`config.mk`:
```
export PLATFORM = sky130hd
export DESIGN_NAME = regfile_dumper
export DESIGN_NICKNAME = d
export VERILOG_FILES = /design/src/rtl/regfile_dumper.sv
export SDC_FILE = /design/constraint.sdc
export NUM_CORES = 1
export LEC_CHECK = 0
export CORE_MARGIN = 2
export CORE_UTILIZATION = 23
export DETAILED_ROUTE_END_ITERATION = 6
export PLACE_DENSITY = 0.57
export SYNTH_ARGS = -nofsm -noshare
export SYNTH_HDL_FRONTEND = slang
export SYNTH_SLANG_ARGS = --single-unit
```
`constraint.sdc`:
```
create_clock -name clk -period 2.15 [get_ports clk]
set_input_delay 0.215 -clock clk [delete_from_list [all_inputs] [get_ports clk]]
set_output_delay 0.215 -clock clk [all_outputs]
set_load 0.05 [all_outputs]
```
`src/rtl/regfile_dumper.sv`:
```
// Walks the register file from FIRST_REG to NUM_REGS-1 and streams (index, data) words over valid/ready.
// Optional XOR checksum of dumped words when REGDUMP_CHECKSUM_EN is defined.
module regfile_dumper #(
  parameter int NUM_REGS  = 32,
  parameter int ADDR_W    = 5,
  parameter int DATA_W    = 32,
  parameter int FIRST_REG = 0
) (
  input  logic              clk,
  input  logic              rst_n,
  input  logic              start,
  output logic              busy,
  output logic              done,
  output logic [ADDR_W-1:0] rd_addr,
  input  logic [DATA_W-1:0] rd_data,
  output logic              dump_valid,
  input  logic              dump_ready,
  output logic [ADDR_W-1:0] dump_index,
  output logic [DATA_W-1:0] dump_data
`ifdef REGDUMP_CHECKSUM_EN
  ,
  output logic [DATA_W-1:0] checksum
`endif
);

  typedef enum logic [1:0] {
    S_IDLE,
    S_ADDR,
    S_HOLD,
    S_DONE
  } state_t;

  localparam logic [ADDR_W-1:0] LP_FIRST = ADDR_W'(FIRST_REG);
  localparam logic [ADDR_W-1:0] LP_LAST  = ADDR_W'(NUM_REGS - 1);

  state_t              r_state;
  state_t              w_state_nxt;
  logic [ADDR_W-1:0]   r_idx;
  logic [ADDR_W-1:0]   w_idx_nxt;
  logic                r_valid;
  logic                w_valid_nxt;
  logic [ADDR_W-1:0]   r_index;
  logic [DATA_W-1:0]   r_data;
  logic                w_capture;
  logic                w_accept;
  logic                w_hs;

  assign w_hs = r_valid & dump_ready;

  always_comb begin
    w_state_nxt = r_state;
    w_idx_nxt   = r_idx;
    w_valid_nxt = r_valid;
    w_capture   = 1'b0;
    w_accept    = 1'b0;
    case (r_state)
      S_IDLE: begin
        if (start) begin
          w_accept    = 1'b1;
          w_idx_nxt   = LP_FIRST;
          w_state_nxt = S_ADDR;
        end
      end
      S_ADDR: begin
        w_capture   = 1'b1;
        w_valid_nxt = 1'b1;
        w_state_nxt = S_HOLD;
      end
      S_HOLD: begin
        if (w_hs) begin
          w_valid_nxt = 1'b0;
          if (r_idx == LP_LAST) begin
            w_state_nxt = S_DONE;
          end else begin
            w_idx_nxt   = r_idx + 1'b1;
            w_state_nxt = S_ADDR;
          end
        end
      end
      S_DONE: begin
        w_state_nxt = S_IDLE;
      end
      default: begin
        w_state_nxt = S_IDLE;
        w_valid_nxt = 1'b0;
      end
    endcase
  end

  always_ff @(posedge clk) begin
    if (!rst_n) begin
      r_state <= S_IDLE;
      r_idx   <= '0;
      r_valid <= 1'b0;
      r_index <= '0;
      r_data  <= '0;
    end else begin
      r_state <= w_state_nxt;
      r_idx   <= w_idx_nxt;
      r_valid <= w_valid_nxt;
      if (w_capture) begin
        r_index <= r_idx;
        r_data  <= rd_data;
      end
    end
  end

`ifdef REGDUMP_CHECKSUM_EN
  logic [DATA_W-1:0] r_csum;

  // Held after done so the consumer can read it until the next dump begins.
  always_ff @(posedge clk) begin
    if (!rst_n) begin
      r_csum <= '0;
    end else if (w_accept) begin
      r_csum <= '0;
    end else if (w_hs) begin
      r_csum <= r_csum ^ r_data;
    end
  end

  assign checksum = r_csum;
`endif

  assign rd_addr    = r_idx;
  assign busy       = (r_state != S_IDLE);
  assign done       = (r_state == S_DONE);
  assign dump_valid = r_valid;
  assign dump_index = r_index;
  assign dump_data  = r_data;

endmodule

```
== Word-level counts from Yosys, hierarchy flattened ==
Index checks and enable logic that the tools add are counted.

* Bitwise logic cells: 1
* Mux-type cells: 11
* Equality and inequality tests: 7
* Divide/modulo/power cells: 0
* Shifts and indexed selects: 0
* $lt $le $gt $ge: 0
* Add/subtract/negate cells: 1
* Reduce and logical (&&, ||, !) cells: 7
* $mul: 0

{| class="wikitable"
|+ Operators by type and width
! cell !! count
|-
| $mux W5 || 3
|-
| $pmux W5 S2 || 1
|-
| $pmux W2 S4 || 1
|-
| $mux W2 || 3
|-
| $ne A2 B2 Y1 const B || 3
|-
| $reduce_bool A2 Y1 || 3
|-
| $add A5 B1 Y5 const B || 1
|-
| $eq A5 B5 Y1 const B || 1
|-
| $eq A2 B2 Y1 const B || 2
|-
| $reduce_and A2 Y1 || 2
|-
| $reduce_and A4 Y1 || 1
|-
| $eq A2 B1 Y1 const B || 1
|-
| $logic_not A2 Y1 || 1
|-
| $mux W1 || 2
|-
| $pmux W1 S2 || 1
|-
| $and A1 B1 Y1 || 1
|}

* Logic and storage cells: 32
* Register bits after elaboration: 45
* Output and inout port bits: 45
* Memories kept: 0
* Bits in read-only memories: 0
* Memory bits (writable): 0
* Bits in latches: 0
* Input port bits: 36

== Longest topological paths before layout ==
Gate-level depths: netlist (run 1).

* Word-level depth: 4
* Mapped depth: 6
* Gate-level depth less buffers: 6

== Worst setup path before layout (run 1) ==
OpenSTA, ideal clock, no wires.

* Path kind: reg2reg
* Start point: reg r_idx[0] (netlist: rd_addr[0])
* End point: reg r_idx[3] (netlist: rd_addr[3])
* Period minus slack after synthesis: 1.853 ns
* Stages on the path, launching flop included: 7
* Arrival time: 1.774 ns
* Path slack: 0.297 ns
* Data required time: 2.071 ns
* Cell sequence: dfxtp_1 ha_1 and3_1 ha_1 and3b_1 a21bo_4 o211ai_1

* Cells in the longest elaborated chain, start to end: 4

{| class="wikitable"
|+ RTL lines
! item !! RTL line !! RTL
|-
| start: declaration || 38 || <nowiki>logic [ADDR_W-1:0] r_idx;</nowiki>
|-
| start signal: assignment || 99 || <nowiki>r_idx <= w_idx_nxt;</nowiki>
|-
| $add A5 B1 Y5 || 75 || <nowiki>w_idx_nxt = r_idx + 1'b1;</nowiki>
|-
| $mux W5 || 72 || <nowiki>if (r_idx == LP_LAST) begin</nowiki>
|-
| $mux W5 || 70 || <nowiki>if (w_hs) begin</nowiki>
|-
| $pmux W5 S2 || 56 || <nowiki>case (r_state)</nowiki>
|}

Several ways; a longest one is shown, not always the timed one. The select of a mux whose other input is x is not followed.
A chain may end at the register's enable or synchronous reset.

== Worst setup path after layout (run 1) ==
* Start point: reg r_state[1]
* End point: out done

* Cells in the longest elaborated chain, start to end: 1

{| class="wikitable"
|+ RTL lines
! item !! RTL line !! RTL
|-
| start: declaration || 36 || <nowiki>state_t r_state;</nowiki>
|-
| start signal: assignment || 98 || <nowiki>r_state <= w_state_nxt;</nowiki>
|-
| $eq A2 B2 Y1 || 127 || <nowiki>assign done = (r_state == S_DONE);</nowiki>
|-
| end: declaration || 13 || <nowiki>output logic done,</nowiki>
|}

No other way between the ends.

==> results of run 1 <==
==> synth_stat cells, types with 2 or more instances <==
| cell | n | share of area [%] |
|---|---|---|
| o21ai_0 | 2 | 0.56 |
| nand2_1 | 79 | 16 |
| nor2b_1 | 3 | 1.0 |
| buf_4 | 5 | 2.1 |
| and2_1 | 2 | 0.70 |
| a21boi_1 | 29 | 12 |
| dfxtp_1 | 45 | 50 |
| and3_1 | 2 | 0.70 |
| nand3_1 | 4 | 1.1 |
| a21boi_0 | 8 | 3.3 |
| ha_1 | 2 | 1.4 |
| nand2b_1 | 3 | 1.0 |
| clkbuf_1 | 5 | 1.0 |
| mux2i_1 | 3 | 1.7 |
| buf_2 | 3 | 0.83 |
==> registers in the layout (all words and copies together) (netlist names) <==
name and cells:
dump_data 32, dump_index 5, rd_addr 5, r_state 2, dump_valid 1
==> power groups by stage <==
stage | registers [uW] | logic (uW) | clock network, uW
2_1_floorplan | 1020 | 121 | 0
3_3_place_gp | 909 | 388 | 0
3_5_place_dp | 910 | 388 | 0
4_1_cts | 891 | 389 | 649
5_1_grt | 896 | 411 | 678
6_report | 890 | 383 | 622
==> through the flow <==
stage / worst slack (ns) / util [%]
detailed placement: 0.513 / 35.2
floorplan: 0.297 / -
finish: 0.212 / 36.6
global route: 0.117 / 36.6
CTS: 0.201 / 36.6
global placement: 0.537 / 35.2
==> worst max-delay path, cell delays in order (launching register included) <==
cell,delay (ns)
dfxtp_1,0.45
and2_1,0.16
clkdlybuf4s50_1,0.81
==> final timing paths <==
kind | from | endpoint | cells after the start
worst max register to register | rd_addr[0] | rd_addr[1] | 6
worst min-delay path | dump_data[4] | dump_data[4] | 2
worst max-delay path | r_state[1] | done | 2
worst min register to register | dump_data[4] | dump_data[4] | 2
==> area by class of cell <==
type / instances / area [um2]
Clock buffer: 5 / 68.8
Clock inverter: 2 / 35.0
Fill cell: 794 / 4850
Multi-Input combinational cell: 149 / 825
Sequential cell: 45 / 901
Tap cell: 102 / 128
Timing Repair Buffer: 85 / 838
==> placed cells by master, fill, tap and decap left out, types with 2 or more instances in the layout <==
cell type / n
nand3_1: 4
and2_1: 2
and3_1: 2
a21boi_0: 8
clkdlybuf4s50_1: 80
nand2_1: 79
clkbuf_8: 5
ha_1: 2
a21boi_1: 29
nor2b_1: 3
dfxtp_1: 45
nand2b_1: 2
buf_4: 5
mux2i_1: 3
o21ai_0: 2
==> routing by layer <==
layer	part of all wire [%]	routed length (um)	vias up	GRT usage (%)
met5	0	0	-	0
met4	0.38	17	0	2.61
met3	9.3	411	3	4.15
met2	45	1970	56	17.2
met1	46	2020	699	12.8
li1	-	-	832	-
==> cells by family after synthesis <==
group | share of synthesized area (%)
simple gates | 24.4
flops | 50.1
buf+inv | 4.24
fa+ha+maj | 1.39
compound gates | 18.2
mux | 1.67
==> flow_metrics.tcl, run 1 <==
set metrics [dict create \
    status "finished, final reports clean" \
    dr.pass1.iters 4 \
    io_pins 81 \
    htreeDepth 2 \
    async_reset_ff_share_pct 0 \
    p_int_uw 1370 \
    ys_seq_elements 45 \
    whs_ns 0.454 \
    hp-class "flop to flop" \
    wl_per_cell_um 11.4 \
    dpl_cell_area_um2 2690 \
    dieHeight_um 92.4 \
    syn_nets 246 \
    path_clk_slew_ns 0.09 \
    fp-row-count 32 \
    critPathArrivalTime_ns 1.72 \
    via_per_inst 4.10 \
    dieArea_um2 8550 \
    hpwl_um 3190 \
    synthCells 208 \
    slew_viol_final 0 \
    crit_path_end_kind "output port" \
    antenna_found_initial 0 \
    num_antenna_cells 0 \
    grt_pass1_wl_um 7200 \
    numCtsBuffers 5 \
    rsz0062_at_grt "false" \
    drive_gt1_share_pct 5.24 \
    grtUsageTotal_pct 10.5 \
    core_area_um2 7650 \
    min_period_over_period_pct 90.1 \
    cts_max_path_buffers 2 \
    fp.dieW_um 92.4 \
    synth_ff_type "dfxtp_1" \
    start_kind "flop" \
    clkLatencyLatePin_ns 0.29 \
    gp_congestion 0.746 \
    powerDensity_nw_per_um2 678 \
    p_leak_uw 0.00102 \
    fmax_ghz 0.516 \
    cts_tree "built" \
    ys_seq_area_share_pct 50.1 \
    ys_types 28 \
    power.switching_uw 526 \
    synth_edf_count 0 \
    slew_headroom_pct 61.4 \
    post_cts_resized 0 \
    r2r_setup_slack_ns 0.50 \
    grt_max_degree 21 \
    p_clk_share_pct 32.8 \
    wl_um 4430 \
    clock-sinks 45 \
    worstPathMaxFanout 9 \
    grt_pass1_vias 1552 \
    route.detailed.drc 0 \
    setup_viol 0 \
    worstSetupPathType "flop to output port" \
    drv_cap 0 \
    hold_viol_final 0 \
    design_area_um2 2800 \
    skew_ns 0.00735 \
    vias 1590 \
    p_sw_share_pct 27.7 \
    cts-root-buf "clkbuf_8" \
    worstMarginPinSlew_ns 0.579 \
    initial_utilization_pct 23.5 \
    port_buffers 80 \
    finalSetupTns_ns 0 \
    fin_cells 388 \
    avgSynthCellArea_um2 8.65 \
    area_growth_pct 55.4 \
    critPathRequiredTime_ns 1.93 \
    ir_worst_vdd_mv 0.429 \
    layout.nets 324 \
    comb_power_share_pct 20.2 \
    yosysWarningCount 0 \
    drtIter0Drc 49 \
    grt.overflow.total 0 \
    holdBufCountCts 0 \
    cts_setup_buffers 0 \
    power_uw 1900 \
    antenna_left 0 \
    dp.cells 381 \
    final.min_clock_period_ns 1.94 \
    netlist_area_um2 1800 \
    power_frac_seq_pct 47.0 \
]
Note: power is estimated with default switching activity, not from simulation.
==> inputs of run 2 (changes only) <==
--- a/config.mk
+++ b/config.mk
@@ -9,6 +9,7 @@
 export CORE_UTILIZATION = 23
 export DETAILED_ROUTE_END_ITERATION = 6
 export PLACE_DENSITY = 0.57
+export REMOVE_ABC_BUFFERS = 1
 export SYNTH_ARGS = -nofsm -noshare
 export SYNTH_HDL_FRONTEND = slang
 export SYNTH_SLANG_ARGS = --single-unit
==> run 2 against run 1 <==
  * Clock power is 16% lower
  * Die area stayed put
  * Total power is 5.1% lower
  * Clock-buffer cell count is 2 higher
  * Sequential cell count stayed put
  * Setup slack better by 0.022 ns
  * First-iteration DRC count is 12% higher
==> flow_metrics.tcl, run 2 (synthesis gave the netlist of run 1 again) <==
set metrics [dict create \
    drv_cap 0 \
    max_stage_delay_ns 0.80 \
    grtUsageTotal_pct 10.3 \
    wl_um 4460 \
    fmax_ghz 0.522 \
    crit_buf_inv 1 \
    crit_path_end_kind "output port" \
    setup_ws_ns 0.235 \
    num_antenna_cells 0 \
    holdBufCountCts 0 \
    hold_viol_final 0 \
    drtIter0Drc 55 \
    min_period_over_period_pct 89.1 \
    worstMarginPinSlew_ns 0.523 \
    final_cell_mix "clkdlybuf4s50_1 (80), nand2_1 (79), dfxtp_1 (45)" \
    rsz0062_at_grt "false" \
    p_leak_uw 0.00101 \
    grt_pass1_wl_um 7200 \
    critPathRequiredTime_ns 1.93 \
    port_buffers 80 \
    cts_max_path_buffers 2 \
    crit_chain "and2_1 -> clkdlybuf4s50_1" \
    dpl_cell_area_um2 2700 \
    design_area_um2 2790 \
    status "finished, final reports clean" \
    finalSetupTns_ns 0 \
    clkLatencyLatePin_ns 0.29 \
    core_area_um2 7650 \
    vias 1622 \
    clock-sinks 45 \
    min_path_cells 2 \
    drive_gt1_share_pct 4.55 \
    p_clk_share_pct 29.0 \
    antenna_found_initial 0 \
    fp-row-count 32 \
    whs_ns 0.451 \
    area_growth_pct 54.9 \
    powerDensity_nw_per_um2 645 \
    cts_setup_buffers 0 \
    worstPathMaxFanout 9 \
    route.detailed.drc 0 \
    setup_viol 0 \
    io_pins 81 \
    via_per_inst 4.18 \
    pre_cts_slack_ns 0.538 \
    power_frac_seq_pct 49.4 \
    dr.pass1.iters 3 \
    start_kind "flop" \
    comb_power_share_pct 21.6 \
    timing.reg2reg.worst_path_depth 6 \
    slew_headroom_pct 65.1 \
    antenna_left 0 \
    p_int_uw 1290 \
    critPathSlowestCell "clkdlybuf4s50_1" \
    gp_congestion 0.775 \
    p_sw_share_pct 28.3 \
    wl_per_cell_um 11.5 \
    hp-class "flop to flop" \
    post_cts_resized 0 \
    power.switching_uw 509 \
    worstSetupPathType "flop to output port" \
    layout.nets 324 \
    hpwl_um 3120 \
    slew_viol_final 0 \
    dieArea_um2 8550 \
    fin_util_pct 36.5 \
    largest_register_ffs 32 \
    numCtsBuffers 5 \
    ir_worst_vdd_mv 0.269 \
    grt.overflow.total 0 \
    final.min_clock_period_ns 1.92 \
    critPathArrivalTime_ns 1.70 \
    critical_path.top_delay_family "buffers and inverters" \
    grt_pass1_vias 1562 \
    fp.dieW_um 92.4 \
    initial_utilization_pct 23.5 \
    cts-root-buf "clkbuf_8" \
    path_clk_slew_ns 0.08 \
    dieHeight_um 92.4 \
    cts_tree "built" \
    htreeDepth 2 \
    skew_ns 0.00651 \
    final_common_cell "clkdlybuf4s50_1" \
    grt_max_degree 39 \
    cp.depth 2 \
]
run 2: cell count changes in the layout (fill, tap and decap cells not counted), sizes merged:
cell and change:
clkbuf +2, bufinv -1, clkinv -1
run 2: path summary, 6_finish.rpt:
check	from	to	slack (ns)
max reg2reg	rd_addr[0]	rd_addr[1]	0.50
max	r_state[1]	done	0.23
min	dump_data[2]	dump_data[2]	0.45
min reg2reg	dump_data[2]	dump_data[2]	0.45
run 2: power groups by stage:
| stage | Clock [uW] | Combinational, uW | Sequential [uW] |
|---|---|---|---|
| 2_1_floorplan | 0 | 98.3 | 1020 |
| 3_3_place_gp | 0 | 393 | 909 |
| 3_5_place_dp | 0 | 393 | 910 |
| 4_1_cts | 554 | 394 | 890 |
| 5_1_grt | 581 | 413 | 896 |
| 6_report | 522 | 388 | 890 |
run 2: layout make-up:
type                    count  area (um2)
fillers                   802        4860
flip-flops and latches     45         901
repair buffers             85         851
multi-input cells         149         822
well taps                 102         128
clock buffers               7        86.3
run 2: per-layer routing:
layer	wire length, um	up-vias	part of all wire, %	track usage, %
li1	-	830	-	-
met1	2120	737	48	13.4
met2	1960	49	44	16.4
met3	323	6	7.3	3.25
met4	53	0	1.2	2.99
met5	0	-	0	0
run 2: stage by stage:
stage,total power (uW),cells
floorplan,1120,194
global placement,1300,381
detailed placement,1300,381
CTS,1840,388
global route,1890,388
finish,1800,388
run 2: worst min-delay path, stage by stage (launching register included):
cell      delay [ns]
dfxtp_1         0.31
nand2_1         0.05
a21boi_1        0.05
